--- src/rtl/fir_pkg.sv ---
// Shared constants and types for the FIR lane serializer back end.
// Sample/accumulator widths, lane count, rounding shift, saturation limits, FSM encoding.
package fir_pkg;

  localparam int DATA_W     = 24;
  localparam int ACC_W      = 48;
  localparam int LANES      = 3;
  localparam int FRAC_SHIFT = 23;

  // Width able to hold a count of 0..LANES saturated lanes.
  localparam int SATN_W = $clog2(LANES + 1);

  localparam logic [1:0] LAST_LANE = 2'(LANES - 1);

  localparam logic [DATA_W-1:0] SAT_MAX = {1'b0, {(DATA_W-1){1'b1}}};
  localparam logic [DATA_W-1:0] SAT_MIN = {1'b1, {(DATA_W-1){1'b0}}};

  typedef enum logic {
    ST_IDLE = 1'b0,
    ST_EMIT = 1'b1
  } state_t;

endpackage

--- src/rtl/fir_round_sat.sv ---
// Combinational round-half-up of a Q-format accumulator to DATA_W with saturation.
// Zero latency; no flow control.
module fir_round_sat
  import fir_pkg::*;
(
  input  logic [ACC_W-1:0]  acc,
  output logic [DATA_W-1:0] data,
  output logic              sat
);

  localparam logic signed [ACC_W:0] RND =
    {{(ACC_W+1-FRAC_SHIFT){1'b0}}, 1'b1, {(FRAC_SHIFT-1){1'b0}}};

  logic signed [ACC_W:0] ext;
  logic signed [ACC_W:0] sum;
  logic signed [ACC_W:0] shr;
  logic [ACC_W-DATA_W+1:0] upper;

  // One guard bit keeps the rounding add from wrapping at the positive limit.
  assign ext   = {acc[ACC_W-1], acc};
  assign sum   = ext + RND;
  assign shr   = sum >>> FRAC_SHIFT;
  assign upper = shr[ACC_W:DATA_W-1];

  // In range only when everything above the output MSB is pure sign extension.
  assign sat  = !((&upper) || (~|upper));
  assign data = sat ? (shr[ACC_W] ? SAT_MIN : SAT_MAX) : shr[DATA_W-1:0];

endmodule

--- src/rtl/fir_lane_serializer.sv ---
// Captures a LANES-wide frame into one of two slots and streams samples lane 0 first.
// First beat valid the cycle after capture; out_ready stalls hold the beat; frame_ready drops with both slots full.
module fir_lane_serializer
  import fir_pkg::*;
(
  input  logic                   clk,
  input  logic                   reset_n,
  input  logic                   frame_valid,
  input  logic [LANES*ACC_W-1:0] lane_acc,
  output logic                   frame_ready,
  output logic [DATA_W-1:0]      out_data,
  output logic [1:0]             out_lane,
  output logic                   out_last,
  output logic                   out_valid,
  input  logic                   out_ready,
  input  logic                   clear_stats,
  output logic                   overflow_sticky,
  output logic [15:0]            sat_count
);

  logic [DATA_W-1:0] rnd_data [LANES];
  logic [LANES-1:0]  rnd_sat;
  logic [DATA_W-1:0] slot_mem [2][LANES];

  logic              wr_slot;
  logic              rd_slot;
  logic [1:0]        slots_used;
  state_t            state;
  logic [1:0]        ptr;

  logic              capture;
  logic              handshake;
  logic              release_slot;
  logic              more_pending;
  logic [SATN_W-1:0] sat_n;
  logic [16:0]       sat_sum;

  for (genvar i = 0; i < LANES; i++) begin : g_lane
    fir_round_sat u_round_sat (
      .acc  (lane_acc[i*ACC_W +: ACC_W]),
      .data (rnd_data[i]),
      .sat  (rnd_sat[i])
    );
  end

  assign frame_ready  = (slots_used < 2'd2);
  assign capture      = frame_valid & frame_ready;
  assign handshake    = out_valid & out_ready;
  assign release_slot = handshake & (ptr == LAST_LANE);
  // The next frame is either already stored or landing in the other slot this very cycle.
  assign more_pending = (slots_used == 2'd2) | capture;

  assign out_lane = ptr;
  assign out_data = out_valid ? slot_mem[rd_slot][ptr] : '0;

  always_comb begin
    sat_n = '0;
    for (int i = 0; i < LANES; i++) begin
      sat_n = sat_n + SATN_W'(rnd_sat[i]);
    end
  end

  assign sat_sum = {1'b0, sat_count} + 17'(sat_n);

  always_ff @(posedge clk or negedge reset_n) begin
    if (!reset_n) begin
      for (int s = 0; s < 2; s++) begin
        for (int l = 0; l < LANES; l++) begin
          slot_mem[s][l] <= '0;
        end
      end
      wr_slot <= 1'b0;
    end else if (capture) begin
      for (int l = 0; l < LANES; l++) begin
        slot_mem[wr_slot][l] <= rnd_data[l];
      end
      wr_slot <= ~wr_slot;
    end
  end

  always_ff @(posedge clk or negedge reset_n) begin
    if (!reset_n) begin
      slots_used <= 2'd0;
    end else if (capture && !release_slot) begin
      slots_used <= slots_used + 2'd1;
    end else if (!capture && release_slot) begin
      slots_used <= slots_used - 2'd1;
    end
  end

  always_ff @(posedge clk or negedge reset_n) begin
    if (!reset_n) begin
      state     <= ST_IDLE;
      ptr       <= 2'd0;
      rd_slot   <= 1'b0;
      out_valid <= 1'b0;
      out_last  <= 1'b0;
    end else begin
      case (state)
        ST_IDLE: begin
          if (capture) begin
            state     <= ST_EMIT;
            out_valid <= 1'b1;
            ptr       <= 2'd0;
            out_last  <= (LAST_LANE == 2'd0);
          end
        end
        ST_EMIT: begin
          if (handshake) begin
            if (ptr == LAST_LANE) begin
              ptr      <= 2'd0;
              rd_slot  <= ~rd_slot;
              out_last <= (LAST_LANE == 2'd0);
              if (!more_pending) begin
                state     <= ST_IDLE;
                out_valid <= 1'b0;
              end
            end else begin
              ptr      <= ptr + 2'd1;
              out_last <= ((ptr + 2'd1) == LAST_LANE);
            end
          end
        end
        default: begin
          state     <= ST_IDLE;
          out_valid <= 1'b0;
        end
      endcase
    end
  end

  // Clearing wins over any same-cycle overflow or saturation event.
  always_ff @(posedge clk or negedge reset_n) begin
    if (!reset_n) begin
      overflow_sticky <= 1'b0;
      sat_count       <= 16'd0;
    end else if (clear_stats) begin
      overflow_sticky <= 1'b0;
      sat_count       <= 16'd0;
    end else begin
      if (frame_valid && !frame_ready) begin
        overflow_sticky <= 1'b1;
      end
      if (capture) begin
        sat_count <= sat_sum[16] ? 16'hFFFF : sat_sum[15:0];
      end
    end
  end

endmodule

--- config.mk ---
export PLATFORM = sky130hd
export DESIGN_NAME = fir_lane_serializer
export DESIGN_NICKNAME = d
export VERILOG_FILES = /design/src/rtl/fir_pkg.sv /design/src/rtl/fir_round_sat.sv /design/src/rtl/fir_lane_serializer.sv
export SDC_FILE = /design/constraint.sdc
export NUM_CORES = 1
export LEC_CHECK = 0
export CORE_MARGIN = 4
export CORE_UTILIZATION = 53
export CTS_CLUSTER_SIZE = 40
export DETAILED_ROUTE_END_ITERATION = 7
export MAX_ROUTING_LAYER = met4
export PLACE_DENSITY_LB_ADDON = 0.1
export SLEW_MARGIN = 40
export SYNTH_ARGS = -nofsm -noshare
export SYNTH_HDL_FRONTEND = slang
export SYNTH_SLANG_ARGS = --single-unit
--- constraint.sdc ---
create_clock -name clk -period 3.1 [get_ports clk]
set_input_delay 0.62 -clock clk [delete_from_list [all_inputs] [get_ports clk]]
set_output_delay 0.62 -clock clk [all_outputs]
set_load 0.03 [all_outputs]
==> run metrics, run 1 <==
clock power share=22.5%; Residual DRC=0; Logic pwr share=37.7%; GRT overflow=0; hold crit path type=in -> async; non-filler instance count after layout=1,700; DRT Pass-1 Iters=5; Startpoint Class=primary input; Placement Setup Slack=-1.38 ns; H-tree levels=4; Detailed Route Iter0 Violations=774; FFs w/ async S/R, synth=100%; CP bufs+invs=4; Clock Sinks=169; dominant synthesized flop cell=dfrtp_1; most common cell after layout, fill and taps aside=buf_4; initial antenna violation count=0; Finish-stage setup viols=16; number of diodes=0; largest stage delay on the critical path=0.55 ns; register area share after synthesis=41.2%; worst-case vdd ir drop=0.000471 V; Cell Pwr Density=641 nW/µm²; Period Utilization, post-route=116%; row count=50; Clock Latency Late Sink=0.44 ns; mapped cell area=10,300 µm²; syn avg cell area=9.14 µm²; clock slew at reported path FFs=0.07 ns; WS Path Type=in -> reg; Crit-path slowest cell=or4_4; placed cells=1,620; maximum clock path buffer count=2; Post-Route Utilization=76.5%; Slew HR=42.5%; Sw Share=38.0%; CP top delay family=adder cells; post-synthesis sequential element count=169; sequential power share=39.8%; largest registers=slot_mem (144), sat_count (16), slots_used (2); vias=10,500; largest net degree at the start of global routing=72; post-synthesis cell count=1,123; P&R area growth vs syn=40.7%; worst-margin pin slew=0.859 ns; I/O pin count=195; Vias/cell=6.17; DR WL/cell=19.5 µm; Fillers=1,376; number of global-route vias before repair=10,300; Worst Setup SP=lane_acc[30]; cts bufs inserted=17; die width=147 µm; Static Leak=6.12 nW; die area=21,700 µm²; dpl hpwl=23,200 µm; layout cells sized above 1=28.4%; Net count, final=1,584; RSZ-0062 raised after global routing=true; failing checks=negative setup slack; Final Hold Viols=0; port bufs=128; CTS tree=yes; worst-path cell chain=buf_2 > nand4_1 > buf_4 > or4_4 > o21ai_2 > mux4_2 > fa_2 > ha_4 > fa_2 > nand3_4 > nor2_2 > nand4_1 > buf_4 > buf_6 > a211oi_2; most flop-heavy register=slot_mem; Starting Density=54.3%; Distinct cells, synth=64; Core Region=18,900 µm²; Die Y=147 µm; syn_nets=1,280; first-pass GRT wire length=52,700 µm; Post-synth EDFFs=0; GRT Total Usage=31.0%; critical path capture point type=flip-flop; FMAX=279 MHz; Critical R2R Launch=sat_count[0]; DRT antenna net count=0; Synth Warn #=0; crit path time final=3.59 ns; gpl congestion=0.937; status=complete, but fails checks; final WL=33,200 µm; CP max FO=5; root buf cell=clkbuf_16; Largest register FFs=144; most frequent cells in the layout=buf_4 (225), dfrtp_1 (168), nand2_1 (142), a21oi_1 (61), o22a_1 (60); CP arrival=3.85 ns; setup ws final=-0.486 ns; Slew Viols, Final=0; P_sw=3.52 mW; number of max-cap violations=0; Clock Skews=0.0101 ns; Crit path required time=3.37 ns; internal power=5.74 mW
-- through the flow --
step           area [µm²]  hold WS, ns  setup TNS [ns]  total power [mW]
2_1_floorplan       10300        0.324          -10.01              5.73
3_3_place_gp        13300        0.463          -20.75              6.93
3_5_place_dp        13300        0.470          -23.14              7.07
4_1_cts             14200        0.221           -6.33              9.20
5_1_grt             14400        0.240           -7.32              9.78
6_report            14400        0.201           -6.58              9.26
-- layout make-up --
type	instances	area [µm²]	area share, %
Clock buffer	17	425	2.94
Multi-Input combinational cell	860	5980	41.4
Tap cell	260	325	2.25
Sequential cell	169	4230	29.3
Timing Repair Buffer	368	3290	22.8
Clock inverter	15	151	1.05
Inverter	11	41.3	0.286
-- power groups by stage --
stage                     clock, mW  sequential (mW)  combinational (mW)
after floorplan                   0             3.56                2.18
after global placement            0             3.67                3.26
after detailed placement          0             3.71                3.36
after CTS                      2.10             3.67                3.43
after global routing           2.20             3.78                3.80
final                          2.08             3.69                3.49
-- metal layers --
metal,GRT usage (%),vias up,wire length (µm)
met4,13.7,0,1520
met3,5.43,87,1920
li1,-,4847,-
met2,49.8,405,16100
met5,-,-,0
met1,38.6,5152,13700
-- logic make-up (layout without fill, tap and decap cells) --
| group | count (synthesis) | in the layout | synth area share, % |
|---|---|---|---|
| simple gates | 374 | 374 | 18.1 |
| xor+xnor | 42 | 42 | 3.58 |
| flops | 169 | 169 | 41.2 |
| buf+inv | 94 | 411 | 3.88 |
| compound gates | 385 | 385 | 27.0 |
| fa+ha+maj | 8 | 8 | 1.12 |
| mux | 51 | 51 | 5.11 |
-- synthesized netlist by cell type (all sizes together) (4+ instances only) --
library cell | number | area, µm²
dfrtp | 169 | 4230
nand2 | 146 | 548
o21ai | 85 | 433
a21oi | 65 | 329
nor2 | 60 | 233
o22a | 60 | 526
clkbuf | 59 | 221
mux2i | 49 | 490
a211oi | 36 | 335
o211ai | 31 | 243
nand3 | 30 | 150
nand4 | 27 | 181
buf | 24 | 135
o211a | 24 | 240
xor2 | 24 | 210
nor3 | 23 | 115
nor4 | 21 | 150
a22oi | 20 | 150
xnor2 | 18 | 158
and4 | 14 | 123
o22ai | 14 | 87.6
o21a | 13 | 97.6
o31a | 12 | 114
inv | 11 | 41.3
nor3b | 10 | 75.1
and3 | 9 | 56.3
or3 | 8 | 50.1
a31oi | 7 | 43.8
or4 | 7 | 56.3
ha | 6 | 75.1
nand2b | 6 | 37.5
and2 | 4 | 25.0
nor2b | 4 | 25.0
or2 | 4 | 25.0
-- repair_timing --
item | in CTS | in global routing
pin swaps | 47 | 19
gates cloned | 0 | 1
hold buffers | 0 | 0
buffers inserted | 38 | 13
gates resized for setup | 171 | 38
setup endpoints to repair | 16 | 36
-- worst paths after layout --
| check | endpoint | slack, ns | depth (start not counted) |
|---|---|---|---|
| max in group asynchronous | slot_mem[61] | 2.13 | 2 |
| min | slot_mem[92] | 0.20 | 1 |
| max reg2reg | sat_count[0] | 0.65 | 9 |
| min in group clk | slot_mem[143] | 0.49 | 2 |
| min reg2reg | slot_mem[143] | 0.49 | 2 |
| max | sat_count[0] | -0.49 | 15 |
Power figures use the tool's default switching activity.
==> inputs of run 2 (changes only) <==
clock period = 3.3 ns   (was 3.1 ns; I/O delays follow)
==> run metrics, run 2 (synthesis results as in run 1) <==
status=complete, but fails checks; failing checks=negative setup slack; hold crit path type=in -> async; CTS tree=yes; most flop-heavy register=slot_mem; Cell Pwr Density=611 nW/µm²; Die Y=147 µm; number of max-cap violations=0; gpl congestion=0.936; Crit path required time=3.62 ns; CP max FO=5; FMAX=279 MHz; Clock Latency Late Sink=0.44 ns; largest net degree at the start of global routing=73; Post-Route Utilization=75.3%; crit path time final=3.59 ns; port bufs=128; die area=21,700 µm²; Clock Sinks=169; initial antenna violation count=0; worst-margin pin slew=0.706 ns; dpl hpwl=23,000 µm; root buf cell=clkbuf_16; GRT Total Usage=30.9%; clock slew at reported path FFs=0.07 ns; critical path capture point type=flip-flop; maximum clock path buffer count=2; largest registers=slot_mem (144), sat_count (16), slots_used (2); Final TNS setup=-2.94 ns; largest stage delay on the critical path=0.54 ns; die width=147 µm; Final Hold Viols=0; Slew Viols, Final=0; Static Leak=5.95 nW; Power, Total=8.70 mW; Placement Setup Slack=-1.23 ns; cts bufs inserted=17; Crit-path slowest cell=or4_4; number of global-route vias before repair=10,100; Vias/cell=6.17; vias=10,300; RSZ-0062 raised after global routing=true; Net count, final=1,557; Period Utilization, post-route=109%; WS Path Type=in -> reg; first-pass GRT wire length=52,600 µm; setup ws final=-0.288 ns; GRT overflow=0; Clock Skews=0.0104 ns; worst-path cell chain=buf_6 > nand4_1 > buf_4 > or4_4 > o21ai_4 > mux4_2 > fa_2 > ha_4 > fa_2 > nand3_4 > nor2_2 > nand4_1 > buf_4 > a21oi_2 > o21a_1; most frequent cells in the layout=buf_4 (205), dfrtp_1 (168), nand2_1 (141), a21oi_1 (61), o22a_1 (60); most common cell after layout, fill and taps aside=buf_4; Startpoint Class=primary input; Largest register FFs=144; CP arrival=3.91 ns; Detailed Route Iter0 Violations=890; DRT antenna net count=0; DR WL/cell=19.7 µm; worst-case vdd ir drop=0.000510 V; Starting Density=54.3%; number of diodes=0; layout cells sized above 1=28.0%; Finish-stage setup viols=16; row count=50; Slew HR=52.7%; hold buffers post-CTS=0; final WL=32,900 µm; I/O pin count=195; H-tree levels=4; Residual DRC=0; Core Region=18,900 µm²; P&R area growth vs syn=38.7%; DRT Pass-1 Iters=6
-- run 2: worst paths after layout --
| path | startpoint | endpoint | slack, ns | cells past startpoint |
|---|---|---|---|---|
| hold / removal | reset_n | slot_mem[90] | 0.19 | 1 |
| min in group clk | slot_mem[94] | slot_mem[94] | 0.49 | 2 |
| max in group asynchronous | reset_n | slot_mem[12] | 2.19 | 2 |
| setup / recovery | lane_acc[27] | sat_count[3] | -0.29 | 15 |
| setup reg to reg | sat_count[0] | sat_count[13] | 0.75 | 7 |
| hold reg to reg | slot_mem[94] | slot_mem[94] | 0.49 | 2 |
-- run 2: timing repair --
action / CTS / global route
cloned: 0 / 0
gates resized for setup: 195 / 45
setup buffers: 21 / 10
setup endpoints to repair: 16 / 16
pin swaps: 43 / 30
-- run 2: where the power goes --
part / total [mW] / switching (mW) / internal (mW)
Clock: 1.98 / 0.903 / 1.08
Sequential: 3.52 / 0.585 / 2.93
Combinational: 3.20 / 1.79 / 1.41
-- run 2: metrics by stage --
step	std cells	cell area [µm²]	hold slack [ns]
floorplan	1123	10300	0.364
global placement	1614	13100	0.462
detailed placement	1614	13100	0.471
CTS	1665	14100	0.224
global route	1673	14200	0.243
finish	1673	14200	0.188
-- run 2: critical path: cells and delay by family --
kind / cells / cell delay, ns
adder cells (fa/ha/maj): 3 / 1.10
AND/OR/NAND/NOR: 5 / 1.02
buffers and inverters: 3 / 0.45
AO/OA/AOI/OAI: 3 / 0.38
multiplexers: 1 / 0.30
-- run 2: cell type report --
| type | count | area, µm² |
|---|---|---|
| inverter | 11 | 41.3 |
| sequential | 169 | 4230 |
| clock buffer | 19 | 443 |
| multi-input combinational | 860 | 6070 |
| clock inverter | 13 | 134 |
| timing repair buffer | 341 | 3000 |
| fill | 1393 | 4660 |
| tap | 260 | 325 |
-- run 2: metal layers --
metal  track usage (%)  share of wire [%]  up-vias
met4              13.0                4.3        0
met3              4.16                5.6       73
met2              49.9                 49      385
met1              39.3                 42     5076
li1                  -                  -     4791
met5                 -                  0        -
==> inputs of run 3 (changes only) <==
CORE_UTILIZATION = 57   (was 53)
SLEW_MARGIN = not set   (was 40)
clock period = 4.4 ns   (was 3.3 ns; I/O delays follow)
==> run metrics, run 3 (synthesis results as in run 1) <==
placed cells=1,539; setup ws final=0.0633 ns; non-filler instance count after layout=1,572; Largest register FFs=144; Clock Skews=0.00895 ns; clock slew at reported path FFs=0.07 ns; number of global-route vias before repair=9,558; Power, Total=6.35 mW; Hold Slack=0.484 ns; Residual DRC=0; vias=10,100; CP arrival=4.71 ns; Finish-stage setup viols=0; clock power share=23.0%; Net count, final=1,492; dpl hpwl=22,300 µm; CTS tree=yes; largest registers=slot_mem (144), sat_count (16), slots_used (2); Post-Route Utilization=75.9%; most flop-heavy register=slot_mem; dpl cell area=12,600 µm²; Sw Share=36.8%; Period Utilization, post-route=98.6%; Core Region=17,500 µm²; H-tree levels=4; cts bufs inserted=17; DRT Pass-1 Iters=5; number of diodes=0; Clock Latency Late Sink=0.43 ns; Static Leak=5.42 nW; final WL=30,900 µm; Vias/cell=6.43; Final TNS setup=0 ns; DR WL/cell=19.6 µm; WS Path Type=in -> reg; GRT overflow=0; Slew HR=22.4%; largest net degree at the start of global routing=100; row count=48; worst-case vdd ir drop=0.000696 V; gpl congestion=0.918; FMAX=231 MHz; Slew Viols, Final=0; sequential power share=40.8%; worst-margin pin slew=1.16 ns; P&R area growth vs syn=29.2%; Startpoint Class=primary input; Logic pwr share=36.2%; final design instance area without fill=13,300 µm²; Detailed Route Iter0 Violations=1,030; internal power=4.01 mW; Starting Density=58.7%; most common cell after layout, fill and taps aside=dfrtp_1; Crit-path slowest cell=or4_4; port bufs=128; Fillers=1,267; layout cells sized above 1=17.0%; initial antenna violation count=0; die width=142 µm; Clock Sinks=169; CP max FO=5; GRT Total Usage=31.2%; number of max-cap violations=0; worst-path cell chain=clkdlybuf4s50_1 > buf_4 > nand2_1 > nor4_2 > buf_4 > nor2_1 > mux4_2 > fa_1 > ha_2 > fa_2 > nand3_2 > or4_4 > a31oi_4 > o21a_1; Cell Pwr Density=479 nW/µm²; critical path capture point type=flip-flop; Crit path required time=4.77 ns; status=finished clean; Final Hold Viols=0; largest stage delay on the critical path=0.62 ns; most frequent CP cell=buf_4; hold crit path type=reg -> reg; Die Y=142 µm; DRT antenna net count=0; Placement Setup Slack=-0.574 ns; die area=20,200 µm²; maximum clock path buffer count=2; P_sw=2.34 mW; I/O pin count=195; root buf cell=clkbuf_16; hold buffers post-CTS=0; first-pass GRT wire length=48,900 µm; crit path time final=4.34 ns; most frequent cells in the layout=dfrtp_1 (168), nand2_1 (146), buf_4 (146), clkdlybuf4s50_1 (125), a21oi_1 (64)
==> run 3: cell types whose count changed in the layout (fill, tap and decap cells not counted), sizes merged <==
cell,previous run,this run
dlygate4sd2,13,0
clkinv,4,5
clkinvlp,2,1
clkbuf,22,20
dlymetal6s2s,0,2
buf,269,149
clkdlybuf4s50,55,125
inv,17,15
clkdlybuf4s15,1,0
==> run 3: area by class of cell <==
| class | count | area, µm² | share of cell area (%) |
|---|---|---|---|
| Multi-Input combinational cell | 860 | 5720 | 43.1 |
| Sequential cell | 169 | 4230 | 31.9 |
| Timing Repair Buffer | 276 | 2420 | 18.3 |
| Clock buffer | 20 | 457 | 3.44 |
| Tap cell | 225 | 282 | 2.12 |
| Clock inverter | 11 | 114 | 0.858 |
| Inverter | 11 | 41.3 | 0.311 |
==> run 3: path summary, 6_finish.rpt <==
check	start	end	slack (ns)	cells past startpoint
max	lane_acc[22]	sat_count[13]	0.06	14
min	slot_mem[94]	slot_mem[94]	0.48	2
max reg2reg	sat_count[0]	sat_count[13]	1.85	7
min reg2reg	slot_mem[94]	slot_mem[94]	0.48	2
max in group asynchronous	reset_n	slot_mem[118]	2.97	2
min in group asynchronous	reset_n	slot_mem[78]	0.53	1
==> run 3: critical path: cells and delay by family <==
family	cells	cell delay, ns
AO/OA/AOI/OAI	2	0.32
AND/OR/NAND/NOR	5	1.20
multiplexers	1	0.53
adder cells (fa/ha/maj)	3	0.95
buffers and inverters	3	0.80
==> run 3: metal layers <==
| layer | track usage, % | wire, µm |
|---|---|---|
| met1 | 40.6 | 12600 |
| met2 | 49.5 | 15100 |
| met3 | 4.17 | 1950 |
| met4 | 13.3 | 1230 |
| met5 | - | 0 |
==> run 3: repair_timing <==
item,in CTS,in global routing
gates resized for setup,3,11
setup endpoints to repair,11,16
pin swaps,0,3
setup buffers,0,2
==> run 3: power by group through the flow <==
stage | sequential (mW) | clock [mW] | combinational, mW
4_1_cts | 2.58 | 1.46 | 2.28
6_report | 2.59 | 1.46 | 2.30
2_1_floorplan | 2.51 | 0 | 1.53
3_5_place_dp | 2.60 | 0 | 2.24
5_1_grt | 2.66 | 1.53 | 2.50
3_3_place_gp | 2.56 | 0 | 2.17
